==> src/rtl/insn_fifo.sv <==
// rtl/insn_fifo.sv - first-word-fall-through instruction queue between fetch and execute
module insn_fifo #(
    parameter int WIDTH     = 24,
    parameter int ADDR_BITS = 2,
    parameter int AF_MARGIN = 1
) (
    input  logic                 clk,
    input  logic                 reset,
    input  logic [WIDTH-1:0]     ififo_di,
    input  logic                 ififo_shift,
    output logic                 ififo_full,
    output logic                 ififo_almost_full,
    input  logic                 flush,
    output logic [WIDTH-1:0]     exec_insn,
    output logic                 exec_valid,
    input  logic                 exec_take,
    output logic [ADDR_BITS:0]   ififo_level,
    output logic                 overflow
);
    localparam int DEPTH     = 1 << ADDR_BITS;
    localparam int AF_THRESH = DEPTH - AF_MARGIN;
    localparam logic [ADDR_BITS:0] FULL_LVL = (ADDR_BITS+1)'(DEPTH);
    // A margin covering the whole queue pins almost-full high even when empty.
    localparam logic [ADDR_BITS:0] AF_LVL   = (AF_THRESH <= 0) ? '0 : (ADDR_BITS+1)'(AF_THRESH);

    logic [WIDTH-1:0]     mem_q [DEPTH];
    logic [ADDR_BITS-1:0] wr_ptr_q, wr_ptr_d;
    logic [ADDR_BITS-1:0] rd_ptr_q, rd_ptr_d;
    logic [ADDR_BITS:0]   level_q, level_d;
    logic                 overflow_q, overflow_d;
    logic                 take_ok, push_ok, mem_we;

    assign exec_valid        = (level_q != '0);
    assign exec_insn         = exec_valid ? mem_q[rd_ptr_q] : '0;
    assign ififo_full        = (level_q == FULL_LVL);
    assign ififo_almost_full = (level_q >= AF_LVL);
    assign ififo_level       = level_q;
    assign overflow          = overflow_q;

    always_comb begin
        take_ok    = exec_take & exec_valid;
        push_ok    = ififo_shift & (~ififo_full | take_ok);
        mem_we     = 1'b0;
        wr_ptr_d   = wr_ptr_q;
        rd_ptr_d   = rd_ptr_q;
        level_d    = level_q;
        overflow_d = overflow_q;
        if (flush) begin
            wr_ptr_d = '0;
            rd_ptr_d = '0;
            level_d  = '0;
        end else begin
            if (ififo_shift && !push_ok) begin
                overflow_d = 1'b1;
            end
            if (push_ok) begin
                mem_we   = 1'b1;
                wr_ptr_d = wr_ptr_q + 1'b1;
            end
            if (take_ok) begin
                rd_ptr_d = rd_ptr_q + 1'b1;
            end
            case ({push_ok, take_ok})
                2'b10:   level_d = level_q + 1'b1;
                2'b01:   level_d = level_q - 1'b1;
                default: level_d = level_q;
            endcase
        end
    end

    always_ff @(posedge clk or negedge reset) begin
        if (!reset) begin
            wr_ptr_q   <= '0;
            rd_ptr_q   <= '0;
            level_q    <= '0;
            overflow_q <= 1'b0;
        end else begin
            wr_ptr_q   <= wr_ptr_d;
            rd_ptr_q   <= rd_ptr_d;
            level_q    <= level_d;
            overflow_q <= overflow_d;
        end
    end

    // Storage is never cleared; exec_insn gating hides stale words.
    always_ff @(posedge clk) begin
        if (mem_we) begin
            mem_q[wr_ptr_q] <= ififo_di;
        end
    end
endmodule

==> config.mk <==
export PLATFORM = sky130hd
export DESIGN_NAME = insn_fifo
export DESIGN_NICKNAME = d
export VERILOG_FILES = /design/src/rtl/insn_fifo.sv
export SDC_FILE = /design/constraint.sdc
export NUM_CORES = 1
export LEC_CHECK = 0
export ABC_AREA = 1
export BUFFER_PORTS_ARGS = -buffer_cell sky130_fd_sc_hd__buf_2
export CAP_MARGIN = 30
export CORE_MARGIN = 4
export CORE_UTILIZATION = 45
export CTS_BUF_LIST = sky130_fd_sc_hd__clkbuf_8
export DETAILED_ROUTE_END_ITERATION = 7
export PLACE_DENSITY = 0.63
export SETUP_SLACK_MARGIN = 0.5
export SLEW_MARGIN = 30
export SYNTH_ARGS = -nofsm -noshare
export SYNTH_HDL_FRONTEND = slang
export SYNTH_SLANG_ARGS = --single-unit
export TNS_END_PERCENT = 10
==> constraint.sdc <==
create_clock -name clk -period 6.5 [get_ports clk]
set_clock_uncertainty 0.2 [all_clocks]
set_input_delay 0.65 -clock clk [delete_from_list [all_inputs] [get_ports clk]]
set_output_delay 0.65 -clock clk [all_outputs]
set_load 0.01 [all_outputs]
# Word-level counts from Yosys, hierarchy flattened
# Memory sizes are Yosys's and may differ from the RTL's.
# Cells that the tools add are included.
# W data, S select, Z words.
dict set report word_totals {
  register_bits 8
  latchBits 0
  ram_bits 96
  romBits 0
  input_bits 29
  output_inout_bits 31
  word_cells 36
  mem_count 1
}
# name depth word_bits rd rd_ports_with_merged_regs write_ports line
set memory_table {}
lappend memory_table {mem_q 4 24 1 0 1 26} ;# logic [WIDTH-1:0] mem_q [DEPTH];
dict set report classes {
  n_addsub 4
  multipliers 0
  div 0
  n_lt_le_gt_ge 1
  eq_ne 3
  shift 0
  muxes 11
  bitwise_logic 5
  n_reduce_logical 7
}
# operator count
set ops {}
lappend ops {{$mux W24} 1}
lappend ops {{$mux W2} 4}
lappend ops {{$pmux W3 S2} 1}
lappend ops {{$reduce_bool A3 Y1} 2}
lappend ops {{$add A2 B1 Y2 const B} 2}
lappend ops {{$mux W1} 4}
lappend ops {{$reduce_bool A2 Y1} 2}
lappend ops {{$add A3 B1 Y3 const B} 1}
lappend ops {{$eq A3 B3 Y1 const B} 1}
lappend ops {{$ge A3 B2 Y1 const B} 1}
lappend ops {{$mux W3} 1}
lappend ops {{$sub A3 B1 Y3 const B} 1}
lappend ops {{$and A1 B1 Y1} 2}
lappend ops {{$eq A2 B1 Y1 const B} 1}
lappend ops {{$eq A2 B2 Y1 const B} 1}
lappend ops {{$not A1 Y1} 2}
lappend ops {{$reduce_and A2 Y1} 1}
lappend ops {{$logic_and A1 B1 Y1} 1}
lappend ops {{$logic_not A1 Y1} 1}
lappend ops {{$or A1 B1 Y1} 1}

# Depth between registers and ports, before layout
# Gate-level depths: netlist of the first run.
dict set report depth {
  word_depth 8
  mapped_depth 11
  ltp_nobuf 11
}

# Worst setup path before layout of the first run
# OpenSTA, ideal clock, no wires.
dict set report synth_path {
  kind {input to register}
  start {input port flush}
  end {memory mem_q[0][0], enable pin}
  setup_ps 405
  t_arrival_ps 2066
  t_required_ps 5895
  path_slack_ps 3829
  path_stages 4
  n_path_buf 1
  cell_sequence {inv_1 buf_2 nand2_2 nor2_1}
}
dict set report synth_between {
  elab_chain_len 3
}
# element line
set synth_lines {}
lappend synth_lines {{start, declared} 13} ;# input logic flush,
lappend synth_lines {{$mux W1} 48} ;# if (flush) begin
lappend synth_lines {{$mux W1} 87} ;# if (mem_we) begin
lappend synth_lines {{$mux W1 (implied by the code)} 88} ;# mem_q[wr_ptr_q] <= ififo_di;
lappend synth_lines {{end, declared} 26}
# No other way between the ends.

# Worst setup path after layout of the first run
dict set report layout_path {
  start {register rd_ptr_q[0]}
  end {output port exec_insn[18]}
}
dict set report layout_between {
  elab_chain_len 2
}
# element line
set layout_lines {}
lappend layout_lines {{start, declared} 28} ;# logic [ADDR_BITS-1:0] rd_ptr_q, rd_ptr_d;
lappend layout_lines {{start signal, assigned} 79} ;# rd_ptr_q <= rd_ptr_d;
lappend layout_lines {{$mem_v2 Z4 W24} -}
lappend layout_lines {{$mux W24} 34} ;# assign exec_insn = exec_valid ? mem_q[rd_ptr_q] : '0;
lappend layout_lines {{end, declared} 14} ;# output logic [WIDTH-1:0] exec_insn,
# No other way between the ends.

==> summary.md, run 1 <==
| Metric | Value |
|---|---|
| Required time worst endpoint | 5.65 ns |
| CTS tree | built |
| Final WL | 8427 um |
| Worst Path Max Fanout | 50 |
| Clock tree buffer depth | 2 |
| Met2 wire length | 4301 um |
| Vias in the first global route | 2678 |
| Register bit total from synthesis | 104 |
| Crit path launch type | flop |
| Arrival @ worst endpoint | 2.55 ns |
| Initial antenna violation count | 0 |
| Syn nets | 389 |
| H-tree levels | 3 |
| Max Freq | 293.9 MHz |
| IO Port Bufs | 59 |
| Power Density | 352.4 nW/um2 |
| Worst r2r src | ififo_level[1] |
| Setup violation total in the final timing report | 0 |
| Vias/cell | 5.037 |
| Final worst slack | 3.098 ns |
| Placer Congestion | 0.7806 |
| Reg-to-reg slack, setup | 4.36 ns |
| Share of cells above drive strength 1 | 23.86% |
| Post-synth top flop | edfxtp_1 |
| First-pass GRT wire length | 13860 um |
| Leakage Power | 1.827 nW |
| VDD IR-drop max | 0.0001408 V |
| Hold-fix buffers at CTS | 1 |
| Grt ovf | 0 |
| Final Hold Fails | 0 |
| Relative slew margins | 39.63% |
| Final Slew Violations | 0 |
| Antenna fix cells | 0 |
| Syn Inst Count | 355 |
| Ys async rst share | 7.692% |
| RSZ-0062 raised after global routing | false |
| Largest net degree at the start of global routing | 51 |
| Nets | 445 |
| DRC viols | 0 |
| Setup TNS | 0 ns |
| Initial DRC Count | 119 |
| MaxCap Viol Count | 0 |
| Status | finished, final reports clean |
| Met1 Routed Length | 3823 um |
| R2r endpoint | ififo_level[2] |
| Placement Setup Slack | 3.458 ns |
| Fin crit period | 3.402 ns |
| Area added between synthesis and finish | 12.26% |
| Hold Path Depth | 1 |
| Post-synthesis mux area share | 0% |
| Io pins | 60 |
| Initial core utilization | 46.81% |
| Post-DP HPWL | 5058 um |
| Uppermost routed layer | met4 |
| Via Count | 2740 |
| Largest family of logic cells by synthesized area | simple AND/OR/NAND/NOR gates |
| Sequential cell area fraction in the yosys report | 70.60% |
| Worst-skew pair later-pin latency | 0.35 ns |
| Cell area after synthesis | 4367 um2 |
| Root buffer cell | clkbuf_8 |
| DIE AREA | 11340 um2 |
| Core area | 9328 um2 |
| Num Clock Sinks | 104 |
| Synth warn | 0 |
| Synth Area in Compound Gates | 9.398% |
| Worst-case reg-to-reg path depth | 11 |
| GRT Util Overall | 15.78% |
| Wire length on met3 | 235 um |
| Simple-gate share of the synthesized area | 13.09% |
| CTS buffer count | 9 |
| Row count | 35 |
| PostCTS Resize Cnt | 0 |
| Drt first pass iters | 4 |
| Routed Antenna Nets | 0 |
| Worst Hold Path EP | overflow |
| Adder-Cell Fraction of Synth Area | 1.605% |
| CP Capture Type | output pin |
| Kind of critical path | reg2out |
| Die W | 106.5 um |
| Xor/xnor share of the synthesized area | 0.2006% |
| Fin crit share | 52.34% |
| Hold Path Class | reg2reg |
| Postcts setup bufs | 0 |
| EDFF count, synth | 96 |
| Die height | 106.5 um |
| Worst-path clk slew | 0.09 ns |
| Netlist cell types | 27 |
| Slew @ Worst Pin | 0.9055 ns |
| Routed WL per cell | 15.49 um |
| Syn_area_per_cell | 12.30 um2 |
| Hold_sp | overflow |
[logic make-up (layout without fill, tap and decap cells)]
family          count (synthesis)  in the layout
compound gates                 80             80
flops                         104            104
buf+inv                        36             96
xor+xnor                        1              1
simple gates                  129            129
fa+ha+maj                       5              5
[how the worst max path moves through the flow]
stage / endpoint / start / slack, ns / cells after the start
after floorplan: mem_q[0][0] / flush / 3.83 / 4
after global placement: exec_insn[8] / rd_ptr_q[0] / 3.44 / 4
after detailed placement: exec_insn[8] / rd_ptr_q[0] / 3.46 / 4
after CTS: exec_insn[8] / rd_ptr_q[0] / 3.05 / 4
after global routing: exec_insn[5] / rd_ptr_q[0] / 2.81 / 4
final: exec_insn[18] / rd_ptr_q[0] / 3.10 / 4
[cell usage in the layout (no fill, tap or decap), types with 3 or more instances in the layout]
cell type	synthesis	layout
a21oi_1	25	25
buf_2	4	59
buf_4	5	4
clkbuf_8	0	9
dfrtp_1	8	6
edfxtp_1	96	96
ha_1	4	4
inv_1	11	11
inv_2	6	6
nand2_1	11	11
nand3_1	5	5
nand3_4	3	3
nor2_1	101	97
nor2_2	0	4
o21ai_0	38	38
o21ai_1	14	14
[stage by stage]
step / util (%) / total power, mW / hold slack (ns) / std cells / instance area, um2
final: 52.56 / 1.727 / 0.2892 / 544 / 4902
after global routing: 52.56 / 1.845 / 0.2863 / 544 / 4902
after CTS: 52.54 / 1.753 / 0.2840 / 544 / 4901
after detailed placement: 50.45 / 1.375 / 0.2732 / 528 / 4706
after global placement: 50.45 / 1.365 / 0.2625 / 528 / 4706
after floorplan: - / 1.215 / 0.1544 / 355 / 4367
[report_power, final]
group	internal, mW	switching (mW)
clock	0.174	0.207
combinational	0.186	0.326
sequential	0.772	0.0623
total	1.13	0.596
[synth_stat cells, types with 3 or more instances]
master / n / area (um2)
nand2_1: 11 / 41.29
inv_2: 6 / 22.52
a21oi_1: 25 / 125.1
nand3_1: 5 / 25.02
o21ai_1: 14 / 70.07
buf_6: 5 / 56.30
dfrtp_1: 8 / 200.2
nor2_1: 101 / 379.1
o21ai_0: 38 / 190.2
edfxtp_1: 96 / 2883
ha_1: 4 / 50.05
buf_2: 4 / 20.02
clkbuf_2: 3 / 15.01
inv_1: 11 / 41.29
buf_4: 5 / 37.54
nand3_4: 3 / 52.55
[final cells by class]
| class | instances | area [um2] |
|---|---|---|
| inverter | 17 | 63.81 |
| tap | 129 | 161.4 |
| clock inverter | 6 | 61.31 |
| clock buffer | 9 | 123.9 |
| fill | 823 | 4425 |
| sequential | 104 | 3085 |
| timing repair buffer | 64 | 335.3 |
| multi-input combinational | 215 | 1071 |
[layer usage]
layer / GRT usage, % / vias to the layer above
met5: 0 / -
met4: 5.388 / 0
met3: 3.461 / 5
met2: 26.11 / 41
met1: 20.68 / 1353
li1: - / 1341
[critical path, cell delays in order, from the launching register on]
cell and delay (ns):
dfrtp_2 0.96, inv_2 0.55, o21ai_0 0.36, a21oi_1 0.12, buf_2 0.17
[registers in the layout, summed over array words and instances (netlist names)]
signal / flops
overflow: 1
rd_ptr_q: 2
ififo_level: 3
mem_q: 96
wr_ptr_q: 2
Power figures use the tool's default switching activity.
==> run 2, diff against run 1 <==
==> constraint.sdc (replaced) <==
create_clock -name clk -period 3.3 [get_ports clk]
set_clock_uncertainty 0.2 [all_clocks]
set_input_delay 0.33 -clock clk [delete_from_list [all_inputs] [get_ports clk]]
set_output_delay 0.33 -clock clk [all_outputs]
set_load 0.01 [all_outputs]
==> summary.md, run 2 (same netlist as run 1, synthesis figures left out) <==
| Metric | Value |
|---|---|
| Hold WS | 0.04062 ns (-0.2486 ns) |
| Required time worst endpoint | 2.77 ns (-2.88 ns) |
| CP Capture Type | output pin |
| Total power | 3.442 mW (+99%) |
| Grt ovf | 0 (unchanged) |
| Fin crit period | 2.507 ns |
| Slew @ Worst Pin | 0.7344 ns (-0.1711 ns) |
| Leakage Power | 1.953 nW (+6.9%) |
| Clock share of power | 21.9% (-0.2 points) |
| Arrival @ worst endpoint | 1.98 ns (-0.57 ns) |
| Initial DRC Count | 159 (+34%) |
| H-tree levels | 3 (unchanged) |
| Commonest cells after routing, fill and taps aside | 97 x nor2_1, 96 x edfxtp_1, 59 x buf_2 |
| Kind of critical path | reg2out |
| GRT met1 Usage | 21.42% (+0.74 points) |
| Postcts setup bufs | 0 (unchanged) |
| Met2 usage | 26.65% (+0.54 points) |
| Clock tree buffer depth | 2 (unchanged) |
| Core area | 9328 um2 (unchanged) |
| CTS tree | built |
| Num Clock Sinks | 104 (unchanged) |
| Antenna fix cells | 0 (unchanged) |
| Vias in the first global route | 2818 (+5.2%) |
| Row count | 35 (unchanged) |
| Power Density | 666.8 nW/um2 (+89%) |
| Worst-path clk slew | 0.09 ns (about the same) |
| Final Hold Fails | 0 (unchanged) |
| DRC viols | 0 (unchanged) |
| CTS buffer count | 9 (unchanged) |
| Power Internal | 2.258 mW (+99%) |
| Largest net degree at the start of global routing | 50 (-2.0%) |
| Sw Pwr | 1.184 mW (+99%) |
| Initial antenna violation count | 0 (unchanged) |
| Hold Path Class | in2reg |
| Crit path launch type | flop |
| Max Freq | 398.8 MHz |
| Non-filler cells, final | 571 (+5.0%) |
| Leading cell type in the layout, fill and taps excluded | nor2_1 |
| IO Port Bufs | 59 (unchanged) |
| Fill cells | 825 (+0.24%) |
| Placed cells | 530 (+0.38%) |
| Via Count | 2812 (+2.6%) |
| Gate power share | 31.9% (+2.3 points) |
| Initial core utilization | 46.81% (unchanged) |
| Worst-skew pair later-pin latency | 0.35 ns (about the same) |
| DIE AREA | 11340 um2 (unchanged) |
| Sequential power share | 46.2% (-2.1 points) |
| M3 GR Usage | 3.036% (-0.43 points) |
| Io pins | 60 (unchanged) |
| Setup violation total in the final timing report | 0 (unchanged) |
| Die W | 106.5 um (unchanged) |
| Post-DP HPWL | 5377 um (+6.3%) |
| Top Usage Layer GRT | met2 |
| Placer Congestion | 0.8081 (+3.5%) |
| Status | finished, final reports clean |
| Biggest register | mem_q |
| Reg-to-reg slack, setup | 1.00 ns (-3.36 ns) |
| Routed Antenna Nets | 0 (unchanged) |
| Drt first pass iters | 4 (unchanged) |
| Die height | 106.5 um (unchanged) |
| Area added between synthesis and finish | 18.22% |
| Share of cells above drive strength 1 | 23.08% (-0.78 points) |
| Final WL | 8734 um (+3.6%) |
| Sw Share | 34.40% (-0.071 points) |
| VDD IR-drop max | 0.0003394 V (+140%) |
| Worst Path Max Fanout | 49 (-2.0%) |
| Final worst slack | 0.7927 ns (-2.305 ns) |
| Final Slew Violations | 0 (unchanged) |
| Placement Setup Slack | 0.6286 ns (-2.830 ns) |
| GRT Util Overall | 16.28% (+0.51 points) |
| Nets | 471 (+5.8%) |
| Routed WL per cell | 15.30 um (-1.3%) |
| Max reg flops | 96 (unchanged) |
| Root buffer cell | clkbuf_8 |
| First-pass GRT wire length | 14200 um (+2.5%) |
| RSZ-0062 raised after global routing | false |
| Relative slew margins | 50.97% (+11 points) |
| Setup TNS | 0 ns (unchanged) |
| Vias/cell | 4.925 (-2.2%) |
| Fin crit share | 75.98% |
| MaxCap Viol Count | 0 (unchanged) |
run 2: cell types whose count changed in the layout (fill, tap and decap cells not counted), sizes merged:
| cell | previous run | this run |
|---|---|---|
| dlygate4sd3 | 1 | 25 |
| inv | 17 | 20 |
| buf | 63 | 65 |
| clkinv | 3 | 2 |
| clkinvlp | 2 | 1 |
run 2: metal layers:
layer  routed length, um  share of wire [%]
met4                 137                1.6
met2                4225                 48
met3                 329                3.8
met1                4041                 46
met5                   0                  0
run 2: worst max-delay path: stages, from the launching register on:
cell	delay, ns
dfrtp_2	0.41
inv_2	0.53
o21ai_0	0.25
a21oi_1	0.25
buf_2	0.17
run 2: path summary, 6_finish.rpt:
kind / startpoint / endpoint / cells after the start
worst max-delay path: rd_ptr_q[0] / exec_insn[7] / 4
max in group asynchronous: reset / rd_ptr_q[1] / 2
worst min-delay path: flush / ififo_level[0] / 4
min in group asynchronous: reset / ififo_level[0] / 2
worst min register to register: overflow / overflow / 1
worst max register to register: ififo_level[1] / mem_q[2][9] / 7
run 2: area by class of cell:
class	count	area, um2	share of cell area (%)
inverters	17	63.81	1.236
well taps	129	161.4	3.127
flip-flops and latches	104	3088	59.82
clock inverters	7	63.81	1.236
multi-input cells	215	1071	20.75
clock buffers	9	123.9	2.399
repair buffers	90	590.6	11.44
run 2: per-stage QoR:
step / utilization, % / area (um2)
floorplan: - / 4367
global placement: 50.61 / 4721
detailed placement: 50.61 / 4721
CTS: 55.10 / 5140
global route: 55.35 / 5162
finish: 55.35 / 5162
run 2: power by group through the flow:
stage                     Sequential, mW  Clock, mW  Combinational [mW]
after CTS                           1.59      0.777                1.12
after global routing                1.60      0.827                1.24
after detailed placement            1.62          0                1.10
after floorplan                     1.61          0               0.785
after global placement              1.62          0                1.09
final                               1.59      0.753                1.10
run 2: repair_timing:
item                                    in CTS  in global routing
hold buffers                                23                  2
resized for setup                            1                  1
hold endpoints to repair                    96                  2
endpoints found under the setup margin      24                  1
==> run 3, diff against run 2 <==
--- a/config.mk
+++ b/config.mk
@@ -5,7 +5,7 @@
 export SDC_FILE = /design/constraint.sdc
 export NUM_CORES = 1
 export LEC_CHECK = 0
-export ABC_AREA = 1
+export ABC_AREA = 0
 export BUFFER_PORTS_ARGS = -buffer_cell sky130_fd_sc_hd__buf_2
 export CAP_MARGIN = 30
 export CORE_MARGIN = 4
==> constraint.sdc (replaced) <==
create_clock -name clk -period 2.4 [get_ports clk]
set_clock_uncertainty 0.2 [all_clocks]
set_input_delay 0.24 -clock clk [delete_from_list [all_inputs] [get_ports clk]]
set_output_delay 0.24 -clock clk [all_outputs]
set_load 0.01 [all_outputs]
==> summary.md, run 3 <==
| Metric | Value |
|---|---|
| Placement Setup Slack | 0.1604 ns (-0.4682 ns) |
| Power Internal | 2.756 mW (+22%) |
| Post-DP HPWL | 4720 um (-12%) |
| Sw Share | 25.25% (-9.2 points) |
| Grt ovf | 0 (unchanged) |
| Core area | 9240 um2 (-0.94%) |
| Placer Congestion | 0.7349 (-9.1%) |
| Largest family of logic cells by synthesized area | multiplexers |
| Hold Path Class | in2async |
| Routed Antenna Nets | 0 (unchanged) |
| DP Area | 4747 um2 (+0.56%) |
| First-pass GRT wire length | 12110 um (-15%) |
| Power Density | 707.7 nW/um2 (+6.1%) |
| Setup violation total in the final timing report | 0 (unchanged) |
| Leading area contributor after synthesis | edfxtp_1 |
| CTS buffer count | 9 (unchanged) |
| Max reg flops | 96 (unchanged) |
| Adder-Cell Fraction of Synth Area | 1.648% (+0.043 points) |
| Num Clock Sinks | 104 (unchanged) |
| Post-synth top flop | edfxtp_1 |
| Post-synthesis mux area share | 13.21% (+13 points) |
| Setup TNS | 0 ns (unchanged) |
| Worst path cell trace | buf_12 > mux4_2 > and2b_1 > buf_2 |
| CTS tree | built |
| Max Freq | 450.6 MHz |
| Relative slew margins | 68.93% (+18 points) |
| DRC viols | 0 (unchanged) |
| Die height | 105.2 um (-1.2%) |
| Leakage Power | 1.914 nW (-1.9%) |
| Final Slew Violations | 0 (unchanged) |
| Worst-skew pair later-pin latency | 0.36 ns (about the same) |
| Sequential power share | 56.3% (+10 points) |
| Clock share of power | 26.7% (+4.8 points) |
| Xor/xnor share of the synthesized area | 0.8238% (+0.62 points) |
| Final WL | 7470 um (-14%) |
| Core Util, Final | 56.38% (+1.0 points) |
| Cell area after synthesis | 4253 um2 (-2.6%) |
| Fill cells | 738 (-11%) |
| Commonest cells after routing, fill and taps aside | 96 x edfxtp_1, 59 x buf_2, 26 x dlygate4sd3_1 |
| CP Capture Type | output pin |
| Routed WL per cell | 16.64 um (+8.8%) |
| Syn nets | 254 (-35%) |
| Initial antenna violation count | 0 (unchanged) |
| WP buf/inv | 2 (unchanged) |
| Worst-path clk slew | 0.10 ns (about the same) |
| VDD IR-drop max | 0.0003811 V (+12%) |
| Worst-case reg-to-reg path depth | 6 (-1) |
| Total power | 3.687 mW (+7.1%) |
| Synth area leaders | edfxtp_1 68%, mux4_2 13%, dfrtp_1 4.7% |
| Simple-gate share of the synthesized area | 7.296% (-5.8 points) |
| Io pins | 60 (unchanged) |
| Commonest cells in the synthesized netlist | 96 x edfxtp_1, 24 x mux4_2, 15 x and2b_1 |
| Postcts setup bufs | 0 (unchanged) |
| Syn Inst Count | 220 (-38%) |
| Syn_area_per_cell | 19.33 um2 (+57%) |
| Leading cell type in the layout, fill and taps excluded | edfxtp_1 |
| Synth warn | 0 (unchanged) |
| Crit path launch type | flop |
| Gate power share | 17.0% (-15 points) |
| EDFF count, synth | 96 (unchanged) |
| Initial core utilization | 46.03% (-0.79 points) |
| CP peak stage delay | 0.53 ns (about the same) |
| Final worst slack | 0.1809 ns (-0.6118 ns) |
| Ys async rst share | 7.692% (unchanged) |
| Drt first pass iters | 4 (unchanged) |
| Area added between synthesis and finish | 22.51% |
| Synth Area in Compound Gates | 2.030% (-7.4 points) |
| Multi-input logic area | 1085 um2 (+1.3%) |
| MaxCap Viol Count | 0 (unchanged) |
| Non-filler cells, final | 449 (-21%) |
| Kind of critical path | reg2out |
| Row count | 35 (unchanged) |
| Levels on crit path | 4 (unchanged) |
| Biggest register | mem_q |
| IO Port Bufs | 59 (unchanged) |
| Sw Pwr | 930.8 uW (-21%) |
| Register bit total from synthesis | 104 (unchanged) |
| DIE AREA | 11070 um2 (-2.4%) |
| Worst Path Max Fanout | 14 (-71%) |
| RSZ-0062 raised after global routing | true |
| Vias/cell | 4.924 (about the same) |
| Fin crit share | 92.46% |
| Largest net degree at the start of global routing | 26 (-48%) |
| Proportion of netlist area held by the largest area contributor | 67.78% (+1.8 points) |
| Via Count | 2211 (-21%) |
| Placed cells | 407 (-23%) |
| H-tree levels | 3 (unchanged) |
| Antenna fix cells | 0 (unchanged) |
| Die W | 105.2 um (-1.2%) |
| Initial DRC Count | 64 (-60%) |
| Highest-delay cell along the critical path | mux4_2 |
| CP delay by family, top | multiplexers |
| Fin crit period | 2.219 ns |
| Arrival @ worst endpoint | 1.78 ns (-0.20 ns) |
| Root buffer cell | clkbuf_8 |
| Required time worst endpoint | 1.96 ns (-0.81 ns) |
| Nets | 349 (-26%) |
| Netlist cell types | 36 (+33%) |
| Status | finished, final reports clean |
| Share of cells above drive strength 1 | 38.13% (+15 points) |
| Clock tree buffer depth | 2 (unchanged) |
| Vias in the first global route | 2306 (-18%) |
| GRT Util Overall | 14.39% (-1.9 points) |
| Top-count cell post-synth | edfxtp_1 |
| Sequential cell area fraction in the yosys report | 72.49% (+1.9 points) |
| Register area | 3087 um2 (about the same) |
| Fin area | 5210 um2 (+0.92%) |
| Hold WS | 0.05316 ns (+0.01255 ns) |
| Slew @ Worst Pin | 0.4602 ns (-0.2742 ns) |
| Final Hold Fails | 0 (unchanged) |
-- run 3: changes by cell type after synthesis, sizes merged, moves of 3 or more --
cell	change
xor2	+3
and2	+5
nand3	-7
buf	-7
nor2	-96
a21oi	-25
inv	-11
and2b	+15
nor2b	+10
o21ai	-51
mux4	+24
nand2	-11
-- run 3: final cells by class --
class | count | share of cell area [%]
Clock buffer | 9 | 2.378
Clock inverter | 7 | 1.105
Inverter | 6 | 0.4323
Multi-Input combinational cell | 96 | 20.82
Sequential cell | 104 | 59.25
Tap cell | 129 | 3.098
Timing Repair Buffer | 98 | 12.92
-- run 3: cell families (layout without fill, tap and decap cells) --
| group | count (synthesis) | count (layout) |
|---|---|---|
| flip-flops | 104 | 104 |
| AND/OR/NAND/NOR | 49 | 49 |
| adder cells (fa/ha/maj) | 5 | 5 |
| XOR/XNOR | 4 | 4 |
| multiplexers | 26 | 26 |
| buffers and inverters | 20 | 120 |
| AO/OA/AOI/OAI | 12 | 12 |
-- run 3: final timing paths --
check / slack [ns] / end / startpoint
max: 0.18 / exec_insn[16] / rd_ptr_q[0]
min: 0.05 / ififo_level[1] / reset
max reg2reg: 0.20 / ififo_level[2] / ififo_level[2]
min reg2reg: 0.30 / overflow / overflow
max in group asynchronous: 1.75 / ififo_level[2] / reset
min in group clk: 0.07 / wr_ptr_q[0] / flush
-- run 3: repair_timing --
item | 4_1_cts | 5_1_grt
endpoints found under the hold margin | 108 | 0
hold buffers | 26 | 0
resized for setup | 5 | 1
endpoints found under the setup margin | 122 | 124
-- run 3: metal layers --
| metal | GRT usage [%] | vias to the layer above | share of wire (%) |
|---|---|---|---|
| met5 | 0 | - | 0 |
| met4 | 3.655 | 0 | 0.96 |
| met3 | 4.715 | 6 | 4.4 |
| met2 | 22.50 | 46 | 50 |
| met1 | 19.64 | 1114 | 45 |
| li1 | - | 1045 | - |
-- run 3: power by group through the flow --
| stage | registers (mW) | logic (mW) | clock network (mW) |
|---|---|---|---|
| final | 2.08 | 0.625 | 0.985 |
| after global placement | 2.11 | 0.590 | 0 |
| after global routing | 2.08 | 0.689 | 1.10 |
| after detailed placement | 2.12 | 0.596 | 0 |
| after floorplan | 2.11 | 0.396 | 0 |
| after CTS | 2.08 | 0.643 | 1.02 |
